===== config.mk =====
export PLATFORM = sky130hd
export DESIGN_NAME = sopc_test_ctrl
export DESIGN_NICKNAME = d
export VERILOG_FILES = /design/src/rtl/sopc_test_ctrl_pkg.sv /design/src/rtl/sopc_test_ctrl_sat_counter.sv /design/src/rtl/sopc_test_ctrl.sv
export SDC_FILE = /design/constraint.sdc
export NUM_CORES = 1
export LEC_CHECK = 0
export CAP_MARGIN = 10
export CORE_MARGIN = 4
export CORE_UTILIZATION = 40
export CTS_BUF_LIST = sky130_fd_sc_hd__clkbuf_2
export CTS_CLUSTER_DIAMETER = 60
export CTS_CLUSTER_SIZE = 30
export DETAILED_ROUTE_END_ITERATION = 10
export GPL_TIMING_DRIVEN = 0
export PLACE_DENSITY = 0.73
export SLEW_MARGIN = 20
export SYNTH_ARGS = -nofsm -noshare
export SYNTH_HDL_FRONTEND = slang
export SYNTH_SLANG_ARGS = --single-unit

===== constraint.sdc =====
create_clock -name clk -period 2.7 [get_ports clk]
set_clock_uncertainty 0.05 [all_clocks]
set_input_delay 0.81 -clock clk [delete_from_list [all_inputs] [get_ports clk]]
set_output_delay 0.81 -clock clk [all_outputs]
set_load 0.01 [all_outputs]

===== src/rtl/sopc_test_ctrl_pkg.sv =====
`default_nettype none
// +----------------------------------------------------------------------+
// | sopc_test_ctrl_pkg : shared reset polarity and signature defaults     |
// | Revision 1.0                                                          |
// +----------------------------------------------------------------------+
package sopc_test_ctrl_pkg;

  // SOPC reset polarity: core held in reset when high
  localparam logic RST_ENABLE  = 1'b1;
  localparam logic RST_DISABLE = 1'b0;

  localparam logic [31:0] DEF_SIG_ADDR  = 32'h0000_FFF0;
  localparam logic [31:0] DEF_PASS_CODE = 32'h0000_0001;

endpackage
`default_nettype wire


===== src/rtl/sopc_test_ctrl_sat_counter.sv =====
`default_nettype none
// +----------------------------------------------------------------------+
// | sat_counter : up counter with clear, sticks at all-ones               |
// | Revision 1.0                                                          |
// +----------------------------------------------------------------------+
module sat_counter #(
  parameter int unsigned W = 8
) (
  input  logic         clk,
  input  logic         rst,
  input  logic         clr,
  input  logic         en,
  output logic [W-1:0] q,
  output logic         max
);

  assign max = &q;

  always_ff @(posedge clk or negedge rst) begin
    if (!rst) begin
      q <= '0;
    end else if (clr) begin
      q <= '0;
    end else if (en && !max) begin
      q <= q + W'(1);
    end
  end

endmodule
`default_nettype wire


===== src/rtl/sopc_test_ctrl.sv =====
`default_nettype none
// +----------------------------------------------------------------------+
// | sopc_test_ctrl : holds the SOPC in reset, runs it, and snoops the     |
// | end-of-test signature write or times out.        Revision 1.0         |
// +----------------------------------------------------------------------+
module sopc_test_ctrl
  import sopc_test_ctrl_pkg::*;
#(
  parameter int unsigned RST_HOLD_CYCLES = 10,
  parameter int unsigned TIMEOUT_CYCLES  = 150,
  parameter int unsigned CNT_W           = 32,
  parameter logic [31:0] SIG_ADDR        = DEF_SIG_ADDR,
  parameter logic [31:0] PASS_CODE       = DEF_PASS_CODE
) (
  input  logic             clk,
  input  logic             rst,
  input  logic             restart,
  input  logic             mem_we,
  input  logic [31:0]      mem_addr,
  input  logic [31:0]      mem_data,
  output logic             core_rst,
  output logic             running,
  output logic             done,
  output logic             pass,
  output logic             timeout,
  output logic [CNT_W-1:0] cycle_count,
  output logic [31:0]      sig_value
);

  localparam logic [1:0] C_ST_HOLD = 2'd0;
  localparam logic [1:0] C_ST_RUN  = 2'd1;
  localparam logic [1:0] C_ST_END  = 2'd2;

  localparam logic [7:0]       C_HOLD_LAST = 8'(RST_HOLD_CYCLES - 1);
  localparam logic [CNT_W-1:0] C_RUN_LAST  = CNT_W'(TIMEOUT_CYCLES - 1);

  logic [1:0] r_state;
  logic [1:0] r_sync;
  logic [7:0] w_hold_q;
  logic       w_hold_max;
  logic       w_run_max;
  logic       w_in_hold;
  logic       w_in_run;
  logic       w_hold_done;
  logic       w_sig_hit;
  logic       w_to_hit;

  // Release edge is resynchronised before the hold count may start
  always_ff @(posedge clk or negedge rst) begin
    if (!rst) begin
      r_sync <= 2'b00;
    end else begin
      r_sync <= {r_sync[0], 1'b1};
    end
  end

  assign w_in_hold   = (r_state == C_ST_HOLD);
  assign w_in_run    = (r_state == C_ST_RUN);
  assign w_hold_done = w_in_hold && r_sync[1] && (w_hold_q == C_HOLD_LAST);
  assign w_sig_hit   = w_in_run && mem_we && (mem_addr == SIG_ADDR);
  assign w_to_hit    = w_in_run && !w_sig_hit && (cycle_count == C_RUN_LAST);

  sat_counter #(.W(8)) u_hold_cnt (
    .clk (clk),
    .rst (rst),
    .clr (restart),
    .en  (w_in_hold && r_sync[1] && !w_hold_done && !w_hold_max && !restart),
    .q   (w_hold_q),
    .max (w_hold_max)
  );

  // Count freezes on the cycle that ends the run so the final value holds
  sat_counter #(.W(CNT_W)) u_run_cnt (
    .clk (clk),
    .rst (rst),
    .clr (restart),
    .en  (w_in_run && !w_sig_hit && !w_to_hit && !w_run_max && !restart),
    .q   (cycle_count),
    .max (w_run_max)
  );

  always_ff @(posedge clk or negedge rst) begin
    if (!rst) begin
      r_state   <= C_ST_HOLD;
      done      <= 1'b0;
      pass      <= 1'b0;
      timeout   <= 1'b0;
      sig_value <= '0;
    end else if (restart) begin
      r_state   <= C_ST_HOLD;
      done      <= 1'b0;
      pass      <= 1'b0;
      timeout   <= 1'b0;
      sig_value <= '0;
    end else begin
      case (r_state)
        C_ST_HOLD: begin
          if (w_hold_done) r_state <= C_ST_RUN;
        end
        C_ST_RUN: begin
          if (w_sig_hit) begin
            sig_value <= mem_data;
            done      <= 1'b1;
            pass      <= (mem_data == PASS_CODE);
            r_state   <= C_ST_END;
          end else if (w_to_hit) begin
            done    <= 1'b1;
            timeout <= 1'b1;
            r_state <= C_ST_END;
          end
        end
        C_ST_END: begin
          r_state <= C_ST_END;
        end
        default: begin
          r_state <= C_ST_HOLD;
        end
      endcase
    end
  end

  assign core_rst = w_in_run ? RST_DISABLE : RST_ENABLE;
  assign running  = w_in_run;

endmodule
`default_nettype wire

==> impl_metrics.ini, run 1 <==
[clock_tree]
insertion_delay_ns = 0.47
path_clk_slew_ns = 0.21
cts_tree = yes
htreeDepth = 3
holdBufCountCts = 0
root_buffer = clkbuf_2
cts_buffers = 9
clock_sinks = 79
cts.path.max_buffers = 2

[layout]
seq_area_um2 = 1980
nets = 662
n_antenna_cell = 0
syn_to_final_growth_pct = 42.2
drive_gt1_frac = 0.0777
fillCellCount = 938
multi_input_area_um2 = 1970

[die]
core_region_area_um2 = 9820
die_area_um2 = 11800
fp.dieW_um = 109
num_io_pins = 137
die_y_um = 109
initial_core_util = 0.412
row_count = 36

[run_status]
status = finished clean

[routing]
wl_per_cell_um = 16.0
first_pass_iters = 5
vias = 3868
antenna_left = 0
drc = 0
wl_um = 11600
drt_first_iter_violations = 169
vias_per_cell = 5.34

[yosys]
synthesis.nets = 513
synthCells = 439
ys_ff_latch = 79
async_flop_share = 1.00
synth_cell_type_count = 44
synthDominantCellAreaShare = 0.488
yosys.area.top_type = dfrtp_1
netlist_area_um2 = 4050
syn_area_per_cell_um2 = 9.22
synth_edf_count = 0
synthTopCellsByArea = dfrtp_1 49%, nand2_1 7.0%, a21oi_1 5.6%
yosys_most_used_dff = dfrtp_1
ys_warn_count = 0
synth-seq-area-share = 0.488

[global_route]
grt-ovfl-total = 0
grt_pass1_vias = 3932
grt_use_total = 0.206
grt_pass1_wl_um = 19300
grt_max_degree = 44
antenna_found_initial = 0

[sta]
setup_viol = 0
final.setup.worst_slack_ns = 0.0730
timing.final.crit_period_ns = 2.63
drv_slew = 0
final.setup.tns_ns = 0
hold_viol = 0
slew_headroom = 0.540
rsz0062_at_grt = no
max_freq_mhz = 381
period_share = 0.973
tightest_slew_ns = 0.685

[worst_setup_path]
worstPathRequired_ns = 3.07
critical_path_class = input pin to register
crit_chain = clkdlybuf4s50_1 -> and4bb_1 -> nand4_2 -> o31ai_4 -> buf_4 -> or3_1 -> buf_6 -> or4_1 -> a21oi_2
cp-start-kind = input pin
reg2reg_slack_ns = 0.19
slowest_delay_ns = 0.49
crit_fanout = 9
arrival_ns = 3.00
cpMaxStageDelayCell = or4_1
end_kind = register

[placed_design]
hpwl_um = 8940
portBuffers = 136
dpl_worst_slack_ns = -0.589
gp_congestion = 0.903

[pwr]
p_per_area_nw_per_um2 = 355
ir_drop_mv = 0.202
leakage_nw = 2.22
power_mw = 2.04

[job]
drv_cap = 0

[worst_hold_path]
hp-class = input pin to asynchronous set/reset pin
==> path summary, 6_finish.rpt <==
path	start	to	cells after the start
min reg2reg	r_sync[0]$_DFF_PN0_	r_sync[1]$_DFF_PN0_	0
max in group asynchronous	rst	u_run_cnt.q[7]$_DFFE_PN0P_	2
min in group clk	r_sync[0]$_DFF_PN0_	r_sync[1]$_DFF_PN0_	0
min	rst	u_run_cnt.q[21]$_DFFE_PN0P_	1
max	mem_addr[30]	u_run_cnt.q[8]$_DFFE_PN0P_	9
max reg2reg	u_run_cnt.q[1]$_DFFE_PN0P_	u_run_cnt.q[15]$_DFFE_PN0P_	8
==> timing repair <==
action | in CTS | in global routing
endpoints found under the setup margin | 24 | 24
pin swaps | 0 | 2
resized for setup | 3 | 9
setup buffers | 0 | 1
==> Yosys cell counts (2+ instances only) <==
cell type	number
nor2_1	38
a21oi_1	45
nor3_2	2
or3_1	9
o211ai_1	4
buf_6	3
a31o_2	3
and4_1	2
or4_1	5
nand3_1	14
xnor2_1	15
nand4_4	2
nor4b_1	6
and3_1	3
nor3_1	11
clkbuf_1	17
o31ai_1	6
nor2b_1	6
nand2b_1	4
inv_1	11
xor2_1	5
a211oi_1	3
mux2_2	5
nand2_1	76
nor4_1	23
dfrtp_1	79
ha_1	6
nand4_1	15
o21ai_0	5
a31oi_1	2
==> cell families after synthesis <==
kind of cell	Yosys count	share of synthesized area
AO/OA/AOI/OAI	70	0.103
XOR/XNOR	20	0.0433
adder cells (fa/ha/maj)	6	0.0185
buffers and inverters	32	0.0355
flip-flops	79	0.488
multiplexers	7	0.0192
other	1	0.000926
AND/OR/NAND/NOR	224	0.291
==> report_power, final <==
group / internal [mW] / switching [mW] / leakage [nW]
clock: 0.214 / 0.395 / 0.0678
sequential: 1.19 / 0.00926 / 1.10
combinational: 0.127 / 0.104 / 1.06
total: 1.53 / 0.508 / 2.22
==> through the flow <==
step	instance area [µm²]	util	hold slack (ns)	std cells
floorplan	4050	-	0.281	439
global placement	5580	0.568	0.284	708
detailed placement	5590	0.570	0.287	709
CTS	5710	0.582	0.194	724
global route	5760	0.586	0.206	725
finish	5760	0.586	0.212	725
==> layout make-up <==
class | count | share of cell area
Sequential cell | 79 | 0.344
Timing Repair Buffer | 138 | 0.241
Multi-Input combinational cell | 328 | 0.343
Clock inverter | 4 | 0.00826
Tap cell | 133 | 0.0289
Clock buffer | 11 | 0.00957
Buffer | 21 | 0.0180
Inverter | 11 | 0.00717
==> worst max-delay path: cells and delay by family <==
kind                   cells  cell delay, ns
and+or+nand+nor            4            1.19
buffers and inverters      3            0.76
AOI/OAI and AO/OA          2            0.23
==> layer usage <==
layer	GRT usage	vias to the layer above	wire (µm)
li1	-	1860	-
met1	0.261	1864	4720
met4	0.0496	0	134
met2	0.348	131	5700
met3	0.0628	13	1020
met5	0	-	0
==> state kept, by name, indices dropped and copies added (netlist names) <==
register      count
done              1
pass              1
r_state           2
r_sync            2
sig_value        32
timeout           1
u_hold_cnt.q      8
u_run_cnt.q      32
==> layout by cell type, fill, tap and decap left out, types with 4 or more instances in the layout <==
master and count:
nand2b_1 4, nor2b_1 6, ha_1 5, xor2_1 5, o31ai_1 6, clkbuf_1 16
o21ai_0 5, or4_1 5, or3_1 9, a21oi_1 44, nand4_1 15, nor4b_1 5
clkdlybuf4s50_1 134, mux2_2 5, o211ai_1 4, dfrtp_1 78, nor4_1 22, nand3_1 14
inv_1 11, clkbuf_2 12, nor2_1 38, nand2_1 76, xnor2_1 15, nor3_1 10
(Power assumes the default switching activity.)
==> inputs of run 2 (changes only) <==
--- a/config.mk
+++ b/config.mk
@@ -13,8 +13,9 @@
 export CTS_CLUSTER_SIZE = 30
 export DETAILED_ROUTE_END_ITERATION = 10
 export GPL_TIMING_DRIVEN = 0
-export PLACE_DENSITY = 0.73
+export PLACE_DENSITY = 0.72
 export SLEW_MARGIN = 20
 export SYNTH_ARGS = -nofsm -noshare
 export SYNTH_HDL_FRONTEND = slang
+export SYNTH_HIERARCHICAL = 1
 export SYNTH_SLANG_ARGS = --single-unit
==> run 2 against run 1 <==
The flow now finishes with violations (negative setup slack); non-clock buffer count up 25; worst hold slack worse by 0.11 ns; core utilization up 3.6 points; clock power is 15% higher; sequential cell count did not move; via count grew 5.2%.
==> impl_metrics.ini, run 2 <==
[yosys]
syn_area_per_cell_um2 = 10.8
synthTopCellsByArea = dfrtp_1 47%, a22o_1 6.9%, nor4_1 3.0%
netlist_area_um2 = 4190
synth-seq-area-share = 0.472
ys_ff_latch = 79
synth_cell_type_count = 63
synth_edf_count = 0
synth.most_common_cell = dfrtp_1
synthesis.nets = 462
yosys.area.top_type = dfrtp_1
yosys_most_used_dff = dfrtp_1
synthDominantCellAreaShare = 0.472
netlist_top_cells_count = 79 x dfrtp_1, 33 x a22o_1, 23 x a21oi_1, 23 x nor2_1, 20 x nor4_1
async_flop_share = 1.00
synthCells = 390
ys_warn_count = 6

[placed_design]
portBuffers = 136
gp_congestion = 0.905
hpwl_um = 9370
dpl_cell_area_um2 = 5810

[worst_setup_path]
cp-start-kind = input pin
crit_fanout = 5
crit_chain = clkdlybuf4s50_1 -> nand4_4 -> nor4_4 -> a31oi_4 -> nand2_2 -> nor3b_4 -> nand2_2 -> or3_4 -> a311o_1 -> buf_6 -> or3_4 -> a21oi_2
crit_family = simple AND/OR/NAND/NOR gates
r2r_end = u_run_cnt/q[20]$_DFFE_PN0P_
crit_path_end = u_run_cnt/q[20]$_DFFE_PN0P_
worstPathRequired_ns = 3.12
end_kind = register
crit_start = mem_addr[11]
critical_path_class = input pin to register
cp_num_cells = 12
cp_num_buf_inv = 2
cpMaxStageDelayCell = clkdlybuf4s50_1
reg2regPathDepth = 12
reg2reg_slack_ns = -0.35
slowest_delay_ns = 0.48
r2r_start = r_state[0]$_DFFE_PN0P_
arrival_ns = 3.52

[clock_tree]
htreeDepth = 3
cts_tree = yes
cts.path.max_buffers = 2
root_buffer = clkbuf_2
path_clk_slew_ns = 0.20
clock_sinks = 79
cts_buffers = 9
insertion_delay_ns = 0.53

[sta]
holdWs_ns = 0.101
final.setup.worst_slack_ns = -0.403
period_share = 1.15
drv_slew = 0
max_freq_mhz = 322
rsz0062_at_grt = yes
hold_viol = 0
tightest_slew_ns = 0.905
slew_headroom = 0.391
timing.final.crit_period_ns = 3.10
setup_viol = 30

[die]
core_region_area_um2 = 10300
die_y_um = 110
die_area_um2 = 12200
num_io_pins = 137
row_count = 37
initial_core_util = 0.408
fp.dieW_um = 110

[pwr]
p_per_area_nw_per_um2 = 384
leakage_nw = 2.59
ir_drop_mv = 0.230

[worst_hold_path]
hp-class = input pin to asynchronous set/reset pin

[routing]
wl_per_cell_um = 18.6
drt_first_iter_violations = 209
first_pass_iters = 4
vias = 4068
vias_per_cell = 5.73
antenna_left = 0
wl_um = 13200
drc = 0

[layout]
top_regs = sig_value: 32 flops, u_run_cnt/q: 32 flops, u_hold_cnt/q: 8 flops
drive_gt1_frac = 0.218
most-common-layout-cells = 116 x clkdlybuf4s50_1, 77 x dfrtp_1, 33 x a22o_1
final_common_cell = clkdlybuf4s50_1
syn_to_final_growth_pct = 52.4
final_core_util = 0.622
final_cell_area_um2 = 6390
nets = 641
fillCellCount = 874

[global_route]
grt_use_total = 0.218
grt_pass1_wl_um = 20500
antenna_found_initial = 1
grt_pass1_vias = 4132
grt-ovfl-total = 0
grt_max_degree = 58

[job]
drv_cap = 0

[run_status]
failed_checks = negative setup slack
status = finished with violations
-- run 2: cell types whose count changed after synthesis, moves of 4 or more --
cell,previous run,this run
nand2_1,76,17
a22o_1,0,33
a21oi_1,45,23
nor2_1,38,23
clkbuf_1,17,5
xnor2_1,15,5
buf_6,3,8
or4_1,5,10
mux2_2,5,1
o211ai_1,4,0
-- run 2: stage by stage --
stage / TNS, ns / power (mW) / setup WS, ns / cells
floorplan: -7.59 / 1.46 / -0.634 / 390
CTS: -2.55 / 2.46 / -0.271 / 700
finish: -6.68 / 2.46 / -0.403 / 710
global placement: -200.23 / 1.68 / -2.01 / 662
global route: -8.11 / 2.59 / -0.453 / 710
detailed placement: -44.15 / 1.69 / -1.44 / 663
-- run 2: routing by layer --
layer,wire [µm],GRT usage
met3,795,0.0437
met4,308,0.0915
met5,0,0
met1,5400,0.282
met2,6710,0.358
-- run 2: final cells by class --
| cell class | instances | area (µm²) | area share |
|---|---|---|---|
| flip-flops and latches | 79 | 1980 | 0.310 |
| multi-input cells | 284 | 2320 | 0.364 |
| inverters | 11 | 41.3 | 0.00646 |
| clock inverters | 5 | 73.8 | 0.0116 |
| well taps | 136 | 170 | 0.0266 |
| diodes | 1 | 2.50 | 0.000392 |
| clock buffers | 10 | 50.0 | 0.00783 |
| plain buffers | 16 | 131 | 0.0206 |
| repair buffers | 168 | 1620 | 0.253 |
-- run 2: where the power goes --
part	total (mW)	internal, mW	leakage [nW]	switching [mW]
Combinational	0.530	0.279	1.42	0.250
Clock	0.697	0.300	0.0792	0.398
Sequential	1.23	1.21	1.09	0.0197
Total	2.46	1.79	2.59	0.667
-- run 2: worst reg2reg max path, cell delays in order (launching register included) --
cell,delay [ns]
dfrtp_1,0.46
ha_4,0.18
nand4b_1,0.18
nor4_4,0.07
a31oi_4,0.22
nand2_2,0.11
nor3b_4,0.24
nand2_2,0.10
or3_4,0.40
a311o_1,0.39
buf_6,0.16
or3_4,0.33
a21oi_2,0.13
-- run 2: worst min-delay path by stage --
stage | end | start | slack, ns
after global routing | u_run_cnt/q[20]$_DFFE_PN0P_ | rst | 0.06
after detailed placement | r_sync[1]$_DFF_PN0_ | r_sync[0]$_DFF_PN0_ | 0.30
after floorplan | r_sync[1]$_DFF_PN0_ | r_sync[0]$_DFF_PN0_ | 0.28
after CTS | sig_value[28]$_DFFE_PN0P_ | rst | 0.06
after global placement | r_sync[1]$_DFF_PN0_ | r_sync[0]$_DFF_PN0_ | 0.29
final | u_run_cnt/q[20]$_DFFE_PN0P_ | rst | 0.10
-- run 2: logic make-up (layout without fill, tap and decap cells) --
family	count (synthesis)	after routing	share of synthesized area
AOI/OAI and AO/OA	97	97	0.181
xor gates and xnor gates	10	10	0.0209
adders and majority gates	4	4	0.0119
buffers and inverters	27	210	0.0397
DFF	79	79	0.472
muxes	7	7	0.0188
other	1	2	0.000894
and+or+nand+nor	165	165	0.255
-- run 2: what timing repair did --
item / in CTS / in global routing
endpoints found under the setup margin: 33 / 37
gates resized for setup: 41 / 32
gates cloned: 0 / 1
pin swaps: 22 / 25
buffers inserted: 22 / 9
hold buffers: 0 / 0
==> inputs of run 3 (changes only) <==
--- a/config.mk
+++ b/config.mk
@@ -10,7 +10,6 @@
 export CORE_UTILIZATION = 40
 export CTS_BUF_LIST = sky130_fd_sc_hd__clkbuf_2
 export CTS_CLUSTER_DIAMETER = 60
-export CTS_CLUSTER_SIZE = 30
 export DETAILED_ROUTE_END_ITERATION = 10
 export GPL_TIMING_DRIVEN = 0
 export PLACE_DENSITY = 0.72
==> results of run 3 <==
The final DEF is identical to that of run 2; final timing and power are the same.
